[src/rtl/ct_sysio_mcore.sv]
// System I/O block between the pads, CIU, L2C, CLINT/PLIC and the per-core PIUs.
// Every register is sampled on the AXI-master strobe; adds the L2 flush handshake, guarded time and low-power counters.
module ct_sysio_mcore #(
    parameter int CORE_NUM = 4,
    parameter int CNT_W    = 64,
    parameter int APB_HI   = 13
) (
    input  logic                    forever_cpuclk,
    input  logic                    cpurst,
    input  logic                    axim_clk_en,
    input  logic [CNT_W-1:0]        pad_cpu_sys_cnt,
    input  logic [39:0]             pad_cpu_apb_base,
    input  logic                    pad_cpu_l2cache_flush_req,
    input  logic                    l2c_sysio_flush_done,
    input  logic                    l2c_sysio_flush_idle,
    input  logic                    ciu_xx_no_op,
    input  logic [CORE_NUM-1:0]     clint_ms_int,
    input  logic [CORE_NUM-1:0]     clint_mt_int,
    input  logic [CORE_NUM-1:0]     clint_ss_int,
    input  logic [CORE_NUM-1:0]     clint_st_int,
    input  logic [CORE_NUM-1:0]     plic_me_int,
    input  logic [CORE_NUM-1:0]     plic_se_int,
    input  logic [CORE_NUM-1:0]     pad_dbgrq_b,
    input  logic [CORE_NUM-1:0]     pad_dbg_mask,
    input  logic [2*CORE_NUM-1:0]   piu_sysio_lpmd_b,
    input  logic [2*CORE_NUM-1:0]   piu_sysio_jdb_pm,
    output logic [CORE_NUM-1:0]     sysio_piu_ms_int,
    output logic [CORE_NUM-1:0]     sysio_piu_mt_int,
    output logic [CORE_NUM-1:0]     sysio_piu_ss_int,
    output logic [CORE_NUM-1:0]     sysio_piu_st_int,
    output logic [CORE_NUM-1:0]     sysio_piu_me_int,
    output logic [CORE_NUM-1:0]     sysio_piu_se_int,
    output logic [CORE_NUM-1:0]     sysio_piu_dbgrq_b,
    output logic [CORE_NUM-1:0]     sysio_had_dbg_mask,
    output logic [2*CORE_NUM-1:0]   core_pad_lpmd_b,
    output logic [2*CORE_NUM-1:0]   core_pad_jdb_pm,
    output logic [8*CORE_NUM-1:0]   core_lpmd_cnt,
    output logic                    sysio_l2c_flush_req,
    output logic                    cpu_pad_l2cache_flush_done,
    output logic                    cpu_pad_no_op,
    output logic [CNT_W-1:0]        sysio_xx_time,
    output logic [CNT_W-1:0]        sysio_clint_mtime,
    output logic                    sysio_time_updt,
    output logic [39:0]             sysio_xx_apb_base,
    output logic [1:0]              sysio_dbg_flush_state
);

    typedef enum logic [1:0] {
        ST_IDLE      = 2'd0,
        ST_REQ       = 2'd1,
        ST_WAIT_DONE = 2'd2,
        ST_DONE      = 2'd3
    } flush_state_e;

    // Only the upper APB_HI bits survive; the rest are constant zero.
    localparam logic [39:0] APB_MASK = ~((40'd1 << (40 - APB_HI)) - 40'd1);

    flush_state_e            state_q, state_d;
    logic [CORE_NUM-1:0]     ms_q, mt_q, ss_q, st_q, me_q, se_q;
    logic [CORE_NUM-1:0]     dbgrq_b_q, dbg_mask_q;
    logic [2*CORE_NUM-1:0]   lpmd_b_q, jdb_pm_q;
    logic [8*CORE_NUM-1:0]   cnt_q, cnt_d;
    logic                    no_op_q, no_op_d;
    logic [CNT_W-1:0]        time_q, time_d;
    logic                    updt_q, updt_d;
    logic [39:0]             apb_q;
    logic                    time_ge;

    always_comb begin
        state_d = state_q;
        if (axim_clk_en) begin
            case (state_q)
                ST_IDLE:      if (pad_cpu_l2cache_flush_req) state_d = ST_REQ;
                ST_REQ:       state_d = ST_WAIT_DONE;
                ST_WAIT_DONE: if (l2c_sysio_flush_done) state_d = ST_DONE;
                ST_DONE:      if (!pad_cpu_l2cache_flush_req) state_d = ST_IDLE;
                default:      state_d = ST_IDLE;
            endcase
        end
    end

    always_comb begin
        cnt_d = cnt_q;
        for (int k = 0; k < CORE_NUM; k++) begin
            // Entry edge: previously fully awake, now any other mode; saturates at 255.
            if ((lpmd_b_q[2*k +: 2] == 2'b11) && (piu_sysio_lpmd_b[2*k +: 2] != 2'b11)
                && (cnt_q[8*k +: 8] != 8'hFF)) begin
                cnt_d[8*k +: 8] = cnt_q[8*k +: 8] + 8'd1;
            end
        end
    end

    always_comb begin
        no_op_d = ciu_xx_no_op & l2c_sysio_flush_idle & (state_q == ST_IDLE);
        time_ge = (pad_cpu_sys_cnt >= time_q);
        time_d  = time_q;
        updt_d  = 1'b0;
        if (axim_clk_en && time_ge) begin
            time_d = pad_cpu_sys_cnt;
            updt_d = (pad_cpu_sys_cnt != time_q);
        end
    end

    always_ff @(posedge forever_cpuclk) begin
        if (cpurst) begin
            state_q    <= ST_IDLE;
            ms_q       <= '0;
            mt_q       <= '0;
            ss_q       <= '0;
            st_q       <= '0;
            me_q       <= '0;
            se_q       <= '0;
            dbgrq_b_q  <= '1;
            dbg_mask_q <= '0;
            lpmd_b_q   <= '1;
            jdb_pm_q   <= '0;
            cnt_q      <= '0;
            no_op_q    <= 1'b0;
            time_q     <= '0;
            updt_q     <= 1'b0;
            apb_q      <= '0;
        end else begin
            state_q <= state_d;
            time_q  <= time_d;
            // The update pulse is cleared on every non-strobe cycle.
            updt_q  <= updt_d;
            if (axim_clk_en) begin
                ms_q       <= clint_ms_int;
                mt_q       <= clint_mt_int;
                ss_q       <= clint_ss_int;
                st_q       <= clint_st_int;
                me_q       <= plic_me_int;
                se_q       <= plic_se_int;
                dbgrq_b_q  <= pad_dbgrq_b;
                dbg_mask_q <= pad_dbg_mask;
                lpmd_b_q   <= piu_sysio_lpmd_b;
                jdb_pm_q   <= piu_sysio_jdb_pm;
                cnt_q      <= cnt_d;
                no_op_q    <= no_op_d;
                apb_q      <= pad_cpu_apb_base & APB_MASK;
            end
        end
    end

    assign sysio_piu_ms_int           = ms_q;
    assign sysio_piu_mt_int           = mt_q;
    assign sysio_piu_ss_int           = ss_q;
    assign sysio_piu_st_int           = st_q;
    assign sysio_piu_me_int           = me_q;
    assign sysio_piu_se_int           = se_q;
    assign sysio_piu_dbgrq_b          = dbgrq_b_q;
    assign sysio_had_dbg_mask         = dbg_mask_q;
    assign core_pad_lpmd_b            = lpmd_b_q;
    assign core_pad_jdb_pm            = jdb_pm_q;
    assign core_lpmd_cnt              = cnt_q;
    assign sysio_l2c_flush_req        = (state_q == ST_REQ) || (state_q == ST_WAIT_DONE);
    assign cpu_pad_l2cache_flush_done = (state_q == ST_DONE);
    assign cpu_pad_no_op              = no_op_q;
    assign sysio_xx_time              = time_q;
    assign sysio_clint_mtime          = time_q;
    assign sysio_time_updt            = updt_q;
    assign sysio_xx_apb_base          = apb_q;
    assign sysio_dbg_flush_state      = state_q;

endmodule

[config.mk]
export PLATFORM = sky130hd
export DESIGN_NAME = ct_sysio_mcore
export DESIGN_NICKNAME = d
export VERILOG_FILES = /design/src/rtl/ct_sysio_mcore.sv
export SDC_FILE = /design/constraint.sdc
export NUM_CORES = 1
export LEC_CHECK = 0
export BUFFER_PORTS_ARGS = -buffer_cell sky130_fd_sc_hd__buf_2
export CAP_MARGIN = 20
export CORE_MARGIN = 2
export CORE_UTILIZATION = 30
export CTS_CLUSTER_DIAMETER = 60
export DETAILED_ROUTE_END_ITERATION = 6
export GPL_ROUTABILITY_DRIVEN = 0
export GPL_TIMING_DRIVEN = 0
export RECOVER_POWER = 25
export SYNTH_ARGS = -nofsm -noshare
export SYNTH_HDL_FRONTEND = slang
export SYNTH_SLANG_ARGS = --single-unit
export TNS_END_PERCENT = 100
[constraint.sdc]
create_clock -name forever_cpuclk -period 5 [get_ports forever_cpuclk]
set_input_delay 1 -clock forever_cpuclk [delete_from_list [all_inputs] [get_ports forever_cpuclk]]
set_output_delay 1 -clock forever_cpuclk [all_outputs]
set_load 0.02 [all_outputs]
==> flow_summary_export.csv <==
group,metric,value,unit
die,std_cell_rows,62,
worst_setup_path,r2r-end,"sysio_clint_mtime[57]",
clock_tree,cts.sinks,161,
power,switching_share,0.319,
global_route,grt_pass1_wl,41.2,mm
global_route,antenna_found_initial,5,
power,pwr-share-clk,0.387,
sta,tns,0,ps
synth,synth_warnings,0,
finish,syn_to_final_growth,32.3,%
finish,diodes,0,
clock_tree,htree_levels,4,
clock_tree,clock_latency,420,ps
sta,rsz0062_at_grt,"no",
worst_setup_path,r2r_start,"sysio_clint_mtime[63]",
power,ir_drop,0.000183,V
clock_tree,cts_hold_buf,0,
synth,ys_seq_area_frac,0.364,
sta,worstMarginPinSlew,997,ps
worst_hold_path,hold_depth,2,
routing,route.detailed.drc,0,
finish,n_fill_cell,3031,
global_route,gr-usage-all-layers,0.172,
placed_design,dpl_worst_slack,835,ps
finish,final_common_cell,"buf_2",
worst_setup_path,rrSetupSlack,1500,ps
sta,hold_ws,483,ps
outcome,status,"complete, no violations",
die,fp.dieH,176,um
power,seqPwrFrac,0.390,
routing,vias_per_cell,4.41,
routing,routed_wl,27.1,mm
synth,synthCells,980,
sta,fmax,0.276,GHz
placed_design,hpwlAfterDp,21.7,mm
clock_tree,cts_buffer_depth,2,
worst_setup_path,start_kind,"primary input",
power,power_density,316,mW/mm^2
sta,finalMaxSlewViolations,0,
flow_run,maxCapViolations,0,
finish,final_core_util,0.406,
power,power.leakage,5.55,nW
die,dieArea,0.0309,mm^2
routing,dr_total_vias,7842,
sta,layout_setup_ws,1370,ps
power,p_comb_frac,0.223,
sta,hold_violations,0,
placed_design,portBuffers,356,
sta,relSlewSlack,0.336,
clock_tree,root_buffer,"clkbuf_16",
global_route,grt_max_degree,17,
worst_setup_path,worstSetupPathType,"in2reg",
die,start_util,0.307,
sta,min_period,3630,ps
finish,final_cell_mix,"260 x buf_2, 161 x dfxtp_1, 132 x nand2b_1",
synth,yosys_register_bits,161,
finish,nets,1612,
worst_hold_path,hold_path.startpoint,"cpu_pad_no_op",
worst_setup_path,required,5340,ps
worst_setup_path,rr_worst_depth,10,
finish,register_area,0.00322,mm^2
global_route,grt_remaining_overflow,0,
worst_hold_path,whs_endpoint,"cpu_pad_no_op",
die,core,0.0289,mm^2
worst_setup_path,worstPathArrival,3970,ps
worst_setup_path,critPathMaxFanout,10,
clock_tree,post_cts_buffers,0,
routing,ant_nets,0,
clock_tree,cts_tree,"done",
routing,initialDrtViolationCount,256,
synth,syn_area,0.00885,mm^2
sta,setup_viol_count_final,0,
power,p_switching,0.00118,W
sta,clock_skew,18.3,ps
clock_tree,cts-resized-gates,0,
die,io_pins,413,
synth,syn_avg_cell_area,9.04,um^2
clock_tree,cts_made_buffers,17,
synth,synth_cell_type_count,37,
routing,firstDrtPassIters,4,
clock_tree,clk_pin_slew,70,ps
die,fp.dieW,176,um
global_route,grt_pass1_vias,7454,
routing,routedWlPerCell,15.2,um
finish,drive_gt1_frac,0.279,
sta,fin_crit_sh,0.726,
finish,multi_input_area,0.00459,mm^2
worst_hold_path,min_path_type,"reg2reg",
power,internal-power,0.00252,W
worst_setup_path,end_kind,"register",
-- layout make-up --
type | count | share of cell area
multi-input cells | 646 | 0.392
flip-flops and latches | 161 | 0.275
repair buffers | 356 | 0.142
plain buffers | 132 | 0.0754
well taps | 384 | 0.0410
clock buffers | 17 | 0.0363
inverters | 67 | 0.0215
clock inverters | 14 | 0.0166
-- sequential cells by signal, indices dropped and copies added (netlist names) --
register and count:
sysio_piu_me_int 4, sysio_piu_ms_int 4, sysio_clint_mtime 64, core_pad_jdb_pm 8
sysio_piu_se_int 4, sysio_had_dbg_mask 4, sysio_piu_dbgrq_b 4, sysio_xx_apb_base 13
core_pad_lpmd_b 8, sysio_piu_ss_int 4, sysio_time_updt 1, cpu_pad_no_op 1
sysio_dbg_flush_state 2, core_lpmd_cnt 32, sysio_piu_st_int 4, sysio_piu_mt_int 4
-- synth_stat cells --
| cell type | n | area share |
|---|---|---|
| dfxtp_1 | 161 | 0.36 |
| nand2b_1 | 132 | 0.093 |
| mux2i_1 | 119 | 0.13 |
| buf_4 | 91 | 0.077 |
| nor2_1 | 87 | 0.037 |
| ha_1 | 72 | 0.10 |
| inv_1 | 67 | 0.028 |
| a21oi_1 | 41 | 0.023 |
| nand2_1 | 32 | 0.014 |
| clkbuf_1 | 31 | 0.013 |
| nand4_1 | 23 | 0.016 |
| o21ai_0 | 18 | 0.010 |
| xor2_1 | 16 | 0.016 |
| nand3_1 | 13 | 0.0073 |
| a211o_1 | 12 | 0.012 |
| nor2b_1 | 12 | 0.0085 |
| or3_1 | 8 | 0.0057 |
| buf_6 | 6 | 0.0076 |
| a211oi_1 | 5 | 0.0042 |
| and3_1 | 5 | 0.0035 |
| xnor2_1 | 4 | 0.0040 |
| a221oi_1 | 3 | 0.0030 |
| and4_1 | 3 | 0.0030 |
| buf_1 | 3 | 0.0013 |
| nor3_1 | 2 | 0.0011 |
| nor3b_1 | 2 | 0.0017 |
| o21ai_1 | 2 | 0.0011 |
| a2111oi_0 | 1 | 0.00099 |
| a21o_1 | 1 | 0.00085 |
| a311oi_1 | 1 | 0.00099 |
| and2_1 | 1 | 0.00071 |
| buf_2 | 1 | 0.00056 |
| conb_1 | 1 | 0.00042 |
| nor4_1 | 1 | 0.00071 |
| o311ai_0 | 1 | 0.00099 |
| o31a_1 | 1 | 0.00099 |
| or4_1 | 1 | 0.00085 |
-- worst max-delay path: stages --
cell	delay, ps
buf_2	110
ha_1	310
nand4_1	160
nor4_1	780
nand4_1	340
a311oi_1	430
o31a_1	230
buf_6	200
buf_6	200
mux2i_1	200
-- layer usage --
layer / vias to the layer above / GRT usage / routed length [um]
met3: 24 / 0.0528 / 2170
li1: 3949 / - / -
met4: 4 / 0.0520 / 427
met2: 291 / 0.295 / 12900
met1: 3574 / 0.205 / 11600
met5: - / 0 / 18
-- how the worst max path moves through the flow --
| stage | endpoint | cells past startpoint | slack, ps | start |
|---|---|---|---|---|
| after detailed placement | sysio_clint_mtime[56] | 11 | 830 | pad_cpu_sys_cnt[57] |
| after global routing | sysio_clint_mtime[46] | 11 | 1100 | pad_cpu_sys_cnt[57] |
| after global placement | sysio_clint_mtime[54] | 11 | 870 | pad_cpu_sys_cnt[57] |
| final | sysio_clint_mtime[57] | 10 | 1370 | pad_cpu_sys_cnt[58] |
| after CTS | sysio_clint_mtime[57] | 11 | 1270 | pad_cpu_sys_cnt[58] |
| after floorplan | sysio_time_updt | 10 | 1880 | pad_cpu_sys_cnt[17] |
-- power groups by stage --
| stage | logic, W | registers (W) | clock network [W] |
|---|---|---|---|
| 6_report | 0.000824 | 0.00144 | 0.00143 |
| 5_1_grt | 0.000909 | 0.00146 | 0.00153 |
| 4_1_cts | 0.000850 | 0.00144 | 0.00147 |
| 3_5_place_dp | 0.000847 | 0.00147 | 0 |
| 3_3_place_gp | 0.000836 | 0.00147 | 0 |
| 2_1_floorplan | 0.000473 | 0.00155 | 0 |
-- cells by family (layout without fill, tap and decap cells) --
kind of cell    count (synthesis)  in the layout  share of synthesized area
simple gates                  322            322                      0.193
other cells                     1             27                   0.000424
buf+inv                       199            586                      0.128
flops                         161            161                      0.364
xor+xnor                       20             20                     0.0198
mux                           119            119                      0.135
fa+ha+maj                      72             72                      0.102
compound gates                 86             86                     0.0584
-- through the flow --
stage	power [W]	std cells	cell area [um^2]
2_1_floorplan	0.00202	1006	8950
3_3_place_gp	0.00230	1746	11200
3_5_place_dp	0.00232	1746	11200
4_1_cts	0.00376	1777	11800
5_1_grt	0.00389	1777	11700
6_report	0.00370	1777	11700
Note: power is estimated with default switching activity, not from simulation.
